<file path="config.mk">
export PLATFORM = sky130hd
export DESIGN_NAME = matmul_ctrl
export DESIGN_NICKNAME = d
export VERILOG_FILES = /design/src/rtl/matmul_ctrl.sv
export SDC_FILE = /design/constraint.sdc
export NUM_CORES = 1
export LEC_CHECK = 0
export BUFFER_PORTS_ARGS = -buffer_cell sky130_fd_sc_hd__buf_2
export CORE_UTILIZATION = 52
export CTS_BUF_LIST = sky130_fd_sc_hd__clkbuf_16
export CTS_CLUSTER_SIZE = 16
export DETAILED_ROUTE_END_ITERATION = 6
export PLACE_DENSITY_LB_ADDON = 0.05
export SLEW_MARGIN = 20
export SYNTH_ARGS = -nofsm -noshare
export SYNTH_HDL_FRONTEND = slang
export SYNTH_SLANG_ARGS = --single-unit
</file>
<file path="constraint.sdc">
create_clock -name clk -period 3.4 [get_ports clk]
set_clock_uncertainty 0.1 [all_clocks]
set_input_delay 0.68 -clock clk [delete_from_list [all_inputs] [get_ports clk]]
set_output_delay 0.68 -clock clk [all_outputs]
set_load 0.02 [all_outputs]
</file>
<file path="src/rtl/matmul_ctrl.sv">
// Sequencer for an N x M output-stationary systolic array computing C = A x B.
// It clears the PEs, feeds K operand steps, flushes the skew, then writes N rows of C.
module matmul_ctrl #(
    parameter int N     = 4,
    parameter int K     = 4,
    parameter int M     = 4,
    parameter int IDX_W = 8
) (
    input  logic             clk,
    input  logic             rst_ni,
    input  logic             start_i,
    input  logic             hold_i,
    input  logic             ovf_i,
    input  logic             c_ready_i,
    output logic             busy_o,
    output logic             pe_clr_o,
    output logic             op_rd_en_o,
    output logic [IDX_W-1:0] k_idx_o,
    output logic             array_en_o,
    output logic             c_wr_valid_o,
    output logic [IDX_W-1:0] c_row_o,
    output logic             done_o,
    output logic             ovf_o,
    output logic             start_err_o
);

    typedef enum logic [2:0] {IDLE, CLEAR, FEED, FLUSH, WRITE, DONE} state_t;

    // Skew drain: the last operand needs N+M-2 extra shifts to reach the far corner PE.
    localparam int               FL     = N + M - 2;
    localparam logic [IDX_W-1:0] K_LAST = IDX_W'(K - 1);
    localparam logic [IDX_W-1:0] N_LAST = IDX_W'(N - 1);
    localparam logic [IDX_W-1:0] F_LAST = IDX_W'((FL > 0) ? FL - 1 : 0);

    state_t           state, state_nxt;
    logic [IDX_W-1:0] cnt, cnt_nxt;
    logic             ovf_q;

    always_ff @(posedge clk or negedge rst_ni) begin
        if (!rst_ni) begin
            state <= IDLE;
            cnt   <= '0;
            ovf_q <= 1'b0;
        end else begin
            state <= state_nxt;
            cnt   <= cnt_nxt;
            // Cleared on the accepting edge so ovf_o already reads 0 during CLEAR.
            if (state == IDLE && start_i)
                ovf_q <= 1'b0;
            else if (ovf_i && array_en_o)
                ovf_q <= 1'b1;
        end
    end

    always_comb begin
        state_nxt    = state;
        cnt_nxt      = cnt;
        pe_clr_o     = 1'b0;
        op_rd_en_o   = 1'b0;
        k_idx_o      = '0;
        array_en_o   = 1'b0;
        c_wr_valid_o = 1'b0;
        c_row_o      = '0;
        done_o       = 1'b0;
        case (state)
            IDLE: begin
                cnt_nxt = '0;
                if (start_i) state_nxt = CLEAR;
            end
            CLEAR: begin
                pe_clr_o  = 1'b1;
                cnt_nxt   = '0;
                state_nxt = FEED;
            end
            FEED: begin
                k_idx_o = cnt;
                if (!hold_i) begin
                    op_rd_en_o = 1'b1;
                    array_en_o = 1'b1;
                    if (cnt == K_LAST) begin
                        cnt_nxt   = '0;
                        state_nxt = (FL == 0) ? WRITE : FLUSH;
                    end else begin
                        cnt_nxt = cnt + IDX_W'(1);
                    end
                end
            end
            FLUSH: begin
                if (!hold_i) begin
                    array_en_o = 1'b1;
                    if (cnt == F_LAST) begin
                        cnt_nxt   = '0;
                        state_nxt = WRITE;
                    end else begin
                        cnt_nxt = cnt + IDX_W'(1);
                    end
                end
            end
            WRITE: begin
                c_wr_valid_o = 1'b1;
                c_row_o      = cnt;
                if (c_ready_i) begin
                    if (cnt == N_LAST) begin
                        cnt_nxt   = '0;
                        state_nxt = DONE;
                    end else begin
                        cnt_nxt = cnt + IDX_W'(1);
                    end
                end
            end
            DONE: begin
                done_o    = 1'b1;
                state_nxt = IDLE;
            end
            default: state_nxt = IDLE;
        endcase
    end

    assign busy_o      = (state != IDLE);
    assign start_err_o = start_i & busy_o;
    assign ovf_o       = ovf_q;

endmodule

</file>
==> results.md, run 1 <==
- The worst vdd rail ir drop is 0.483 mV.
- In the final routed layout, each cell accounts on average for 14.5 µm.
- After detailed routing, the number of remaining DRC violations is 0.
- The count of input and output buffers is 29.
- Setup repair after global routing left no endpoint under its margin.
- The via count of the first global-routing pass is 775.
- The floorplan step defined a die boundary enclosing 0.00183 mm².
- The biggest area contributor in the post-synthesis netlist is dfrtp_1.
- The maximum frequency from static timing analysis is 399 MHz.
- The class of the tightest hold or removal check is in -> async.
- The count of instances resized after the clock tree is built is 0.
- A synthesized cell averages 8.42 µm².
- Counting every sink on the clock net gives 12.
- The combined area of all synthesized cells is 867 µm².
- The TritonCTS clock tree is built.
- The initial utilization of the core area, before any placement, comes to 56.9%.
- The sort of element at the start of the critical path is a flip-flop.
- In the final layout, the share of cells above drive strength 1 is 32.3%.
- After the first detailed-routing iteration, the DRC count stood at 11.
- Detailed placement finished with a half-perimeter wire length of 1.52 mm.
- In this run the count of I/O pins placed on the die edge is 30.
- Of all flip-flops after synthesis, the portion carrying an async set or reset was 100%.
- The depth of the worst register-to-register path is 5.
- The critical path in this run is classified as reg -> out.
- Global routing used 24.6% of the available tracks.
- The clock slew seen by the registers of the worst setup and hold paths is 0.04 ns.
- Dividing the final minimum period by the clock period gives 73.7%.
- The transition time at the pin with the least slew margin is 0.559 ns.
- Once detail routing completed, the nets flagged for antenna violations numbered 0.
- CTS built an H-tree with a depth of 1.
- The number of distinct library cell variants in the gate-level netlist after synthesis is 37.
- The total inserted antenna cells is 0.
- After clock tree synthesis, the flow added hold-fix buffers numbering 0.
- Dividing the detail-routed via count by the number of cells gives 5.87.
- The worst setup path is captured at an output pin.
- In this run the post-CTS setup repair buffer count came out at 0.
- The top-area cell type share of the netlist area is 34.6%.
- In this run, synthesis inferred 0 flip-flops with an integrated enable.
- The worst register-to-register path begins at state[0].
- Setup violations remaining at the end of the flow were counted as 0.
- The initialized floorplan defines 14 standard-cell rows.
- Entering global routing, the biggest net connects 14 pins.
- The final layout net count is 140.
- The launching instance or port of the critical path is state[2].
- The die is 42.8 µm wide.
- The number of hold-slack violations in the final timing report came to 0.
- The maximum fanout encountered on the critical timing path is 13.
- The final design utilization is 71.5%.
- The number of pins exceeding their max-slew limit in the final report is 0.
- Clock tree synthesis selected as its root buffer the cell clkbuf_16.
- The total core area is 0.00152 mm².
- For this block, the via count after detailed routing is 857.
- STA puts the critical path data arrival time at 1.73 ns.
- The number of antenna violations at the first check in global routing is 0.
- The sequential cell area fraction in the yosys report is 34.6%.
- Measured along the y axis, the die boundary spans 42.8 µm.
- The primary flip-flop cell chosen by synthesis mapping is dfrtp_1.
- The power density normalized to cell area is 942 mW/mm².
- Ranked by total cell area, the synthesized netlist is headed by dfrtp_1, and3_1, and2_1, nand2_1, nand3_1.
- After routing, the total negative slack on setup checks comes to 0 ns.
- Counting I/O delays and the setup requirement, the final critical path takes 2.51 ns.
- The clock reaches the later pin of the worst-skew pair after 0.24 ns.
- The flow ran to the end, and the final reports show no timing, DRC or antenna violations.
- The total overflow reported by the global router is 0.
- The sum of routed wire length over all layers is 2.11 mm.
- The Yosys step of the flow raised 0 warnings.
- Across all register-to-register paths, the minimum setup slack is 1.29 ns.
- The fill cell total of the finished layout is 130.
- Routability-driven placement finished with a final weighted congestion of 0.806.
- Summed over all cells, the static leakage comes to 0.547 nW.
- The first-pass detailed-route iteration total is 4.
- The worst pin sits at a relative slew slack of 62.6%.
- The first global-routing pass estimated 3.37 mm of wire.
- At the worst endpoint, the required time is 2.62 ns.
- The number of max-capacitance violations reported is 0.
- From synthesis to final layout, the design area changed by 25.7%.
- By count the netlist is led by dfrtp_1, nand2_1, and3_1, nand3_1, and2_1.
- In the post-synthesis netlist, the cell with the most instances is dfrtp_1.
- Synthesis handed over a netlist of 103 instances.
- In this run, CTS created clock tree buffers numbering 3.
- The number of buffers on the longest clock path is 2.
- The synthesized netlist net count is 111.
- The flip-flop and latch count after synthesis is 12.
- The terminus of the critical flop-to-flop path is cnt[5].
==> how the worst max path moves through the flow <==
stage	depth (start not counted)	slack, ns	to
floorplan	4	1.30	start_err_o
global placement	4	1.22	k_idx_o[5]
detailed placement	4	1.14	k_idx_o[5]
CTS	4	0.88	k_idx_o[5]
global route	4	0.79	k_idx_o[5]
finish	4	0.89	k_idx_o[5]
==> report_power, final <==
group | internal [mW] | switching, mW
logic | 0.209 | 0.321
registers | 0.197 | 0.0899
clock network | 0.153 | 0.0572
==> metrics by stage <==
stage,instances,setup WS [ns],area [µm²],hold WS [ns],power (mW)
2_1_floorplan,103,1.30,867,0.284,0.663
3_3_place_gp,143,1.22,1010,0.416,0.798
3_5_place_dp,143,1.14,1010,0.439,0.814
4_1_cts,146,0.880,1090,0.226,1.03
5_1_grt,146,0.789,1090,0.242,1.10
6_report,146,0.893,1090,0.226,1.03
==> cells in the final DEF (no fill, tap or decap), drive strengths merged, types with 3 or more instances in the layout <==
| cell type | n |
|---|---|
| o311ai | 3 |
| buf | 30 |
| o21ai | 5 |
| nand2b | 4 |
| inv | 5 |
| and2 | 8 |
| a21oi | 4 |
| nand2 | 11 |
| clkbuf | 3 |
| and3 | 8 |
| dfrtp | 12 |
| nand3 | 7 |
| nor3 | 5 |
| nor2 | 5 |
==> per-layer routing <==
layer / up-vias / wire [µm] / global-route usage, %
li1: 431 / - / -
met4: 0 / 18 / 12.5
met2: 31 / 947 / 38.2
met3: 2 / 142 / 4.26
met5: - / 0 / 0
met1: 393 / 1010 / 32.6
==> layout make-up <==
class / instances / area (µm²) / share of cell area [%]
well taps: 16 / 20.0 / 1.84
clock buffers: 3 / 75.1 / 6.89
inverters: 5 / 18.8 / 1.72
multi-input cells: 80 / 523 / 48.0
repair buffers: 30 / 153 / 14.0
flip-flops and latches: 12 / 300 / 27.6
==> cells by family after synthesis <==
logic type	after synthesis	synth area share (%)
and+or+nand+nor	55	38.0
AOI/OAI and AO/OA	22	18.2
DFF	12	34.6
buffers and inverters	11	5.05
adders and majority gates	2	2.89
muxes	1	1.30
==> registers in the layout (all words and copies together), names as in the netlist <==
name / cells
ovf_o: 1
state: 3
cnt: 8
==> critical path, cell delays in order (launching register included) <==
cell and delay [ns]:
dfrtp_1 0.49, nand2b_1 0.32, nor2_1 0.33, and2_2 0.20
buf_2 0.15
Power figures use the tool's default switching activity.
==> inputs of run 2 (changes only) <==
ABC_AREA = 1   (was not set)
CORE_UTILIZATION = 50   (was 52)
clock period = 2.6 ns   (was 3.4 ns; I/O delays follow)
==> run 2 against run 1 <==
Compared with the run above:
- clock power rose by 40%
- via count rose by 18%
- hold slack got worse by 0.17 ns
- register-to-register slack got worse by 0.35 ns
- final cell count rose by 36%
- highest routed layer unchanged
- critical path depth did not move
- final area rose by 12%
- total power rose by 18%
- sequential cell count did not move
- setup slack got worse by 0.42 ns
- sequential share of layout area fell by 2.9 points
- core utilization fell by 3.2 points
- largest power group unchanged
==> results.md, run 2 <==
- The maximum fanout encountered on the critical timing path came to 12 (-1).
- The routability-driven placement congestion ratio is 0.854 (+6.0%).
- The cell total after placement is 194 (+36%).
- The most common cell after layout, fill and taps aside is nand2_1.
- The effective utilization at floorplan was 55.6% (-1.3 points).
- The overall track demand over capacity in global routing is 25.8% (+1.2 points).
- In the post-synthesis netlist, the biggest area contributors are dfrtp_1, nand2_1, nor2_1, inv_1, nand3_1.
- The clock period could shrink to 2.13 ns.
- The sum of negative setup slack is 0 ns (unchanged).
- The violation count after the first detailed-route iteration was 42 (+31).
- The power density normalized to cell area is 993 mW/mm² (+5.4%).
- The launching instance or port of the critical path is state[1].
- The via count is 1008 (+18%).
- The top-level port count was 30 (unchanged).
- The cell taking the most area after synthesis is dfrtp_1.
- The non-filler instance count after layout is 198 (+36%).
- Following the worst setup path forward leads to its endpoint at c_row_o[7].
- The final design utilization is 68.4% (-3.2 points).
- The library cells used most frequently in the layout, excluding fill and tap cells, are nand2_1, buf_2, nor2_1.
- The count of hold-fix buffers inserted at cts came to 0 (unchanged).
- The clock slew seen by the registers of the worst setup and hold paths is 0.05 ns (about the same).
- The sequential fraction of design power is 24.8% (-3.1 points).
- The run finished with clean final reports.
- The transition time at the pin with the least slew margin is 0.396 ns (-0.164 ns).
- The area overhead of the layout relative to synthesis is 23.0%.
- The internal portion of total power came to 0.629 mW (+13%).
- The number of clock sinks seen by CTS is 12 (unchanged).
- The number of distinct library cell variants in the gate-level netlist after synthesis is 26 (-30%).
- The share of layout cells above drive strength 1 came to 31.8% (-0.52 points).
- The post-synthesis async set-or-reset flop share is 100% (unchanged).
- The count of instances resized after the clock tree is built is 0 (unchanged).
- The switching share of power came to 48.0% (+2.4 points).
- The worst register-to-register path ends at cnt[1].
- The first-pass GRT wire length is 3.84 mm (+14%).
- The maximum frequency from static timing analysis is 470 MHz.
- The category of the worst setup path capture point is an output pin.
- The total of warnings raised by yosys came to 0 (unchanged).
- The critical path is of the reg -> out type.
- The number of buffers on the longest clock path was 2 (unchanged).
- The average cell area after synthesis is 6.93 µm² (-18%).
- cnt holds more flip-flops than any other register.
- The primary flip-flop cell chosen by synthesis mapping is dfrtp_1.
- The post-place setup slack came to 0.742 ns (-0.398 ns).
- The number of antenna violations at the first check in global routing is 0 (unchanged).
- The combined area of all synthesized cells is 991 µm² (+14%).
- Setup repair after global routing left no endpoint under its margin.
- The first-pass detailed-route iteration total is 4 (unchanged).
- The later-pin clock latency in the skew report came to 0.24 ns (about the same).
- The number of hold-slack violations in the final timing report is 0 (unchanged).
- The most numerous cell in the Yosys netlist is nand2_1.
- The slack of the worst reg-to-reg path is 0.94 ns (-0.35 ns).
- The pin count of the biggest net entering global routing is 13 (-1).
- The depth of the worst register-to-register path is 7 (+2).
- The static leakage is 0.676 nW (+24%).
- The relative slew slack is 73.6% (+11 points).
- The count of input and output buffers is 29 (unchanged).
- The cell sitting at the root of the clock tree is a clkbuf_16.
- The flip-flop count of the largest register after layout is 8 (unchanged).
- The estimated wirelength of the detail-placed design is 1.67 mm (+9.6%).
- The y dimension of the die is 46.5 µm (+8.6%).
- The number of synthesized flops with an enable pin was 0 (unchanged).
- The tightest min-delay check is of the in -> async type.
- The count of standard-cell rows is 15 (+1).
- The synthesized netlist net count is 151 (+36%).
- The signal arrival time at the worst endpoint came to 1.51 ns (-0.22 ns).
- The origin of the critical flop-to-flop path is state[1].
- STA classifies the critical path startpoint as a flip-flop.
- The number of CTS-inserted buffers came to 3 (unchanged).
- The final count of negative-setup-slack endpoints is 0 (unchanged).
- The post-CTS setup-driven buffer insertion count is 0 (unchanged).
- The final layout net count is 182 (+30%).
- The minimum setup slack in the final design is 0.471 ns (-0.421 ns).
- The sequential cell area fraction in the yosys report came to 30.3% (-4.3 points).
- The top-area cell type share of the netlist area is 30.3% (-4.3 points).
- The DRC violations left is 0 (unchanged).
- The average vias per placed instance is 5.09 (-13%).
- The via count of the first global-routing pass is 833 (+7.5%).
- The die width is 46.5 µm (+8.6%).
- The post-detailed-route wirelength per cell is 12.2 µm (-16%).
- The final worst-path cycle share is 81.9%.
- The sum of routed wire length over all layers is 2.41 mm (+14%).
- The cell area after layout is 0.00122 mm² (+12%).
- The endpoint required time on the critical path is 1.98 ns (-0.64 ns).
- The total overflow reported by the global router is 0 (unchanged).
- The die area is 0.00216 mm² (+18%).
- The relative contribution of the clock network to total power is 24.2% (+3.7 points).
- The switching power summed over all nets is 0.581 mW (+24%).
- The number of max-capacitance violations reported is 0 (unchanged).
- The total core area came to 0.00178 mm² (+17%).
- The worst vdd rail ir drop is 0.903 mV (+87%).
- The power share of the combinational group was 51.1% (-0.5 points).
- The total inserted antenna cells is 0 (unchanged).
- After synthesis, the most frequently instantiated cells are nand2_1, nor2_1, inv_1.
- The number of H-tree branching levels is 1 (unchanged).
- The area after detailed placement is 0.00114 mm² (+12%).
- The number of antenna-violating nets in the routed design is 0 (unchanged).
- TritonCTS built the clock tree.
- The flip-flop and latch count after synthesis came to 12 (unchanged).
- The number of pins exceeding their max-slew limit in the final report is 0 (unchanged).
- The post-synthesis cell count is 143 (+39%).
==> run 2: cell types whose count changed in the layout (fill, tap and decap cells not counted), moves of 5 or more <==
cell / delta
and2_1: -6
and3_1: -7
inv_1: +12
nand2_1: +21
nand2_2: +8
nand3_1: +5
nand4_1: +6
nor2_1: +22
==> run 2: logic make-up (layout without fill, tap and decap cells) <==
family	count (synthesis)	count (layout)	synth area share, %
compound gates	9	9	6.44
xor+xnor	1	1	0.884
fa+ha+maj	2	2	2.52
buf+inv	23	53	10.9
flops	12	12	30.3
simple gates	96	96	49.0
==> run 2: power groups by stage <==
| stage | Sequential, mW | Clock [mW] | Combinational [mW] |
|---|---|---|---|
| after global routing | 0.308 | 0.298 | 0.687 |
| after CTS | 0.299 | 0.290 | 0.618 |
| after floorplan | 0.283 | 0 | 0.504 |
| after global placement | 0.298 | 0 | 0.602 |
| final | 0.300 | 0.293 | 0.618 |
| after detailed placement | 0.301 | 0 | 0.606 |
==> run 2: worst min path at each step <==
stage	start	to	slack, ns	cells after the start
2_1_floorplan	rst_ni	cnt[0]	0.12	0
3_3_place_gp	rst_ni	ovf_o	0.32	1
3_5_place_dp	rst_ni	ovf_o	0.32	1
4_1_cts	rst_ni	ovf_o	0.06	1
5_1_grt	rst_ni	cnt[4]	0.08	1
6_report	rst_ni	ovf_o	0.06	1
==> run 2: through the flow <==
step / hold WS [ns] / power, mW
detailed placement: 0.321 / 0.907
finish: 0.0563 / 1.21
CTS: 0.0635 / 1.21
global placement: 0.323 / 0.900
global route: 0.0768 / 1.29
floorplan: 0.124 / 0.787
==> run 2: routing by layer <==
metal	vias up	part of all wire, %	GRT usage [%]
met5	-	0	0
met3	5	5.4	5.88
met1	448	46	32.4
met2	38	47	42.5
li1	517	-	-
met4	0	1.4	9.41
==> run 2: critical path, stage by stage, from the launching register on <==
cell and delay (ns):
dfrtp_1 0.51, nor2_4 0.22, nand2_2 0.20, nor2_1 0.15, buf_2 0.18
==> run 2: layout make-up <==
class                      instances  area [µm²]
timing repair buffer              29         145
fill                             156         564
clock buffer                       3        75.1
tap                               25        31.3
clock inverter                     1        3.75
sequential                        12         300
inverter                          20        80.1
multi-input combinational        108         583
